`src/rtl/apb_req_master.sv`:
```
// APB requester: turns a valid/ready request port into APB SETUP/ACCESS transfers
// and returns one registered response (read data, slave error or timeout) per request.
module apb_req_master #(
  parameter int AW      = 8,
  parameter int DW      = 8,
  parameter int TIMEOUT = 16
) (
  input  logic          PCLK,
  input  logic          PRESETn,
  input  logic          req_valid,
  output logic          req_ready,
  input  logic          req_write,
  input  logic [AW-1:0] req_addr,
  input  logic [DW-1:0] req_wdata,
  output logic          rsp_valid,
  output logic          rsp_err,
  output logic          rsp_tmo,
  output logic [DW-1:0] rsp_rdata,
  output logic          PSEL,
  output logic          PENABLE,
  output logic          PWRITE,
  output logic [AW-1:0] PADDR,
  output logic [DW-1:0] PWDATA,
  input  logic [DW-1:0] PRDATA,
  input  logic          PREADY,
  input  logic          PSLVERR
);

  localparam int CW    = (TIMEOUT < 1) ? 1 : $clog2(TIMEOUT + 1);
  localparam int TLAST = (TIMEOUT > 0) ? TIMEOUT - 1 : 0;
  localparam logic [CW-1:0] CLAST = CW'(TLAST);
  localparam logic [CW-1:0] CMAX  = '1;

  typedef enum logic [1:0] {
    IDLE   = 2'd0,
    SETUP  = 2'd1,
    ACCESS = 2'd2
  } state_t;

  state_t        state;
  logic [CW-1:0] wait_cnt;

  always_ff @(posedge PCLK or negedge PRESETn) begin
    if (!PRESETn) begin
      state     <= IDLE;
      wait_cnt  <= '0;
      req_ready <= 1'b1;
      rsp_valid <= 1'b0;
      rsp_err   <= 1'b0;
      rsp_tmo   <= 1'b0;
      rsp_rdata <= '0;
      PSEL      <= 1'b0;
      PENABLE   <= 1'b0;
      PWRITE    <= 1'b0;
      PADDR     <= '0;
      PWDATA    <= '0;
    end else begin
      rsp_valid <= 1'b0;
      case (state)
        IDLE: begin
          if (req_valid) begin
            PADDR     <= req_addr;
            PWRITE    <= req_write;
            PWDATA    <= req_wdata;
            PSEL      <= 1'b1;
            PENABLE   <= 1'b0;
            req_ready <= 1'b0;
            state     <= SETUP;
          end
        end
        SETUP: begin
          PENABLE  <= 1'b1;
          wait_cnt <= '0;
          state    <= ACCESS;
        end
        ACCESS: begin
          if (PREADY) begin
            PSEL      <= 1'b0;
            PENABLE   <= 1'b0;
            rsp_valid <= 1'b1;
            rsp_err   <= PSLVERR;
            rsp_tmo   <= 1'b0;
            rsp_rdata <= PWRITE ? '0 : PRDATA;
            req_ready <= 1'b1;
            state     <= IDLE;
          end else if (TIMEOUT != 0 && wait_cnt == CLAST) begin
            // TIMEOUT-th consecutive wait cycle: give up on the slave
            PSEL      <= 1'b0;
            PENABLE   <= 1'b0;
            rsp_valid <= 1'b1;
            rsp_err   <= 1'b1;
            rsp_tmo   <= 1'b1;
            rsp_rdata <= '0;
            req_ready <= 1'b1;
            state     <= IDLE;
          end else if (wait_cnt != CMAX) begin
            wait_cnt <= wait_cnt + 1'b1;
          end
        end
        default: begin
          PSEL      <= 1'b0;
          PENABLE   <= 1'b0;
          req_ready <= 1'b1;
          state     <= IDLE;
        end
      endcase
    end
  end

endmodule

```
`config.mk`:
```
export PLATFORM = sky130hd
export DESIGN_NAME = apb_req_master
export DESIGN_NICKNAME = d
export VERILOG_FILES = /design/src/rtl/apb_req_master.sv
export SDC_FILE = /design/constraint.sdc
export NUM_CORES = 1
export LEC_CHECK = 0
export CAP_MARGIN = 20
export CORE_AREA = 5 5 70 72
export DETAILED_ROUTE_END_ITERATION = 10
export DIE_AREA = 0 0 75 77
export PLACE_DENSITY = 0.79
export RECOVER_POWER = 50
export SLEW_MARGIN = 20
export SYNTH_ARGS = -nofsm -noshare
export SYNTH_HDL_FRONTEND = slang
export SYNTH_SLANG_ARGS = --single-unit
```
`constraint.sdc`:
```
create_clock -name PCLK -period 2.2 [get_ports PCLK]
set_input_delay 0.44 -clock PCLK [delete_from_list [all_inputs] [get_ports PCLK]]
set_output_delay 0.44 -clock PCLK [all_outputs]
set_load 0.005 [all_outputs]
```
==> metrics <==
synth top area cells dfrtp_1, mux2_4, o21ai_0; Post-CTS Setup Inserts 0; Max VDD drop 0.773 mV; Syn Area/Cell 12.0 µm²; CTS tree done; RSZ-0062 raised after global routing no; family with the most delay on the worst path flip-flops; vias per cell 4.93; gr usage total 13.5%; drt pass-1 iters 4; Die H 77 µm; crit-path max FO 18; Core ar. 4230 µm²; Final TNS setup 0 ns; worst relative slew slack 41.0%; status finished clean; Yosys reg bits 37; fin nets 231; Yosys cell types 36; Synthesis Warnings 0; P&R area growth vs syn 45.6%; post-CTS resize count 0; Setup CP Type register to primary output; GRT overflow 0; Pins Over Slew Limit 0; largest net degree at the start of global routing 38; actual slew at the worst max-slew pin 0.885 ns; Most used DFF post-synth dfrtp_1; first-pass GRT wire length 6030 µm; # H-tree levels 2; Crit. End Element primary output; CP peak stage delay 0.64 ns; I/O pin total 61; CP arrival 1.52 ns; Via Count 1237; share of post-route cells with drive strength above 1 15.1%; CP Data Required Time 1.76 ns; Rows 24; hold_buf cts 0; max_cap viols 0; DP Area 2260 µm²; CTS Buf Count 5; clk_lat worst skew 0.28 ns; crit path time final 1.96 ns; CTS clock-pin slew for the worst setup and hold paths 0.07 ns; CP Cell Sequence clkdlybuf4s50_1; WL/cell 14.0 µm; Total Routed Length 3520 µm; asr flop ratio synth 100%; WP buf/inv 1; number of synthesized flops with an enable pin 0; DRT antenna net count 0; final hold vios 0; fillers 370; Clk Tree Root Cell clkbuf_8; initial antenna violation count 0; number of port buffers 60; vias in the first global route 1326; Design Area, Final 2380 µm²; dpl hpwl 2560 µm; Die X 75 µm; Placer Congestion 0.723; Final Setup Violations 0; Post-route DRC 0; sequential cell area fraction in the yosys report 56.7%; Synth Instances 136; Leakage 1.05 nW; number of DRC markers in iteration 0 58; Die ar. 5780 µm²; Post-Syn Area 1630 µm²; HP Class primary input to async pin; Syn Nets 169; Synth top area share 55.1%; Max Freq 509 MHz; CTS sink cnt 37; PwrDens 1260 nW/µm²; ant diodes 0; post-route clock skew 0.00189 ns; cell taking the most area after synthesis dfrtp_1; Tcrit/Tclk final 89.3%; Slowest-stage cell, CP dfrtp_1; startpoint types register; Max clock buf depth 2; Initial Utilization 38.6%
## area by class of cell
type	instances	area, µm²	share of cell area [%]
multi-input cells	89	652	27.4
inverters	4	15.0	0.631
well taps	52	65.1	2.74
repair buffers	61	603	25.4
clock buffers	7	86.3	3.63
clock inverters	1	30.0	1.26
flip-flops and latches	37	927	39.0
## cells in the mapped netlist, types with 2 or more instances
| library cell | instances |
|---|---|
| nand2_1 | 14 |
| o21ai_0 | 21 |
| dfrtp_1 | 36 |
| a21o_1 | 2 |
| buf_6 | 2 |
| inv_1 | 4 |
| nor2_1 | 4 |
| buf_2 | 2 |
| mux2_2 | 9 |
| mux2_4 | 8 |
| ha_1 | 3 |
| nor2b_1 | 4 |
| a21oi_1 | 3 |
| and3_1 | 2 |
## worst paths after layout
path                                 to   startpoint  cells after the start  slack (ns)
max                             PENABLE      PENABLE                      1        0.24
min in group PCLK                  PSEL         PSEL                      1        0.49
max in group asynchronous  rsp_rdata[7]      PRESETn                      1        1.38
max reg2reg                rsp_rdata[0]  wait_cnt[0]                      6        0.27
min                             rsp_tmo      PRESETn                      1        0.26
min reg2reg                        PSEL         PSEL                      1        0.49
## routing by layer
metal	vias to the layer above	track usage [%]	wire (µm)
li1	600	-	-
met1	592	15.9	1430
met2	40	21.4	1700
met3	5	5.88	342
met4	0	4.80	41
met5	-	0	0
## cells by family (layout without fill, tap and decap cells)
kind of cell    Yosys count  in the layout  synth area share, %
mux                      17             17                 13.6
buf+inv                  10             73                 3.37
flops                    37             37                 56.7
compound gates           35             35                 12.9
simple gates             34             34                 11.1
fa+ha+maj                 3              3                 2.30
## registers in the layout, indices dropped and copies added, names as in the netlist
name	flops
PADDR	8
PENABLE	1
PSEL	1
PWDATA	8
PWRITE	1
req_ready	1
rsp_err	1
rsp_rdata	8
rsp_tmo	1
rsp_valid	1
state	1
wait_cnt	5
## cells in the final DEF (no fill, tap or decap), drive strengths merged, types with 2 or more instances in the layout
cell            n
clkbuf          8
clkdlybuf4s50  46
a21o            2
mux2           17
inv             4
nor2b           4
dfrtp          36
o21ai          22
nand2          14
nor2            4
and2            2
dlygate4sd3    13
ha              3
a21oi           3
and3            2
## power breakdown
part	switching, mW	internal [mW]	total (mW)
clock	0.229	0.369	0.598
combinational	0.412	0.793	1.21
sequential	0.210	0.986	1.20
## per-stage QoR
step | cells | total power [mW] | utilization [%] | hold slack, ns | worst slack, ns
floorplan | 136 | 1.76 | - | 0.144 | 0.466
global placement | 243 | 2.44 | 53.4 | 0.465 | 0.361
detailed placement | 243 | 2.48 | 53.4 | 0.473 | 0.274
CTS | 251 | 3.10 | 56.2 | 0.272 | 0.204
global route | 251 | 3.23 | 56.2 | 0.363 | 0.0963
finish | 251 | 3.00 | 56.2 | 0.261 | 0.235
Note: power is estimated with default switching activity, not from simulation.
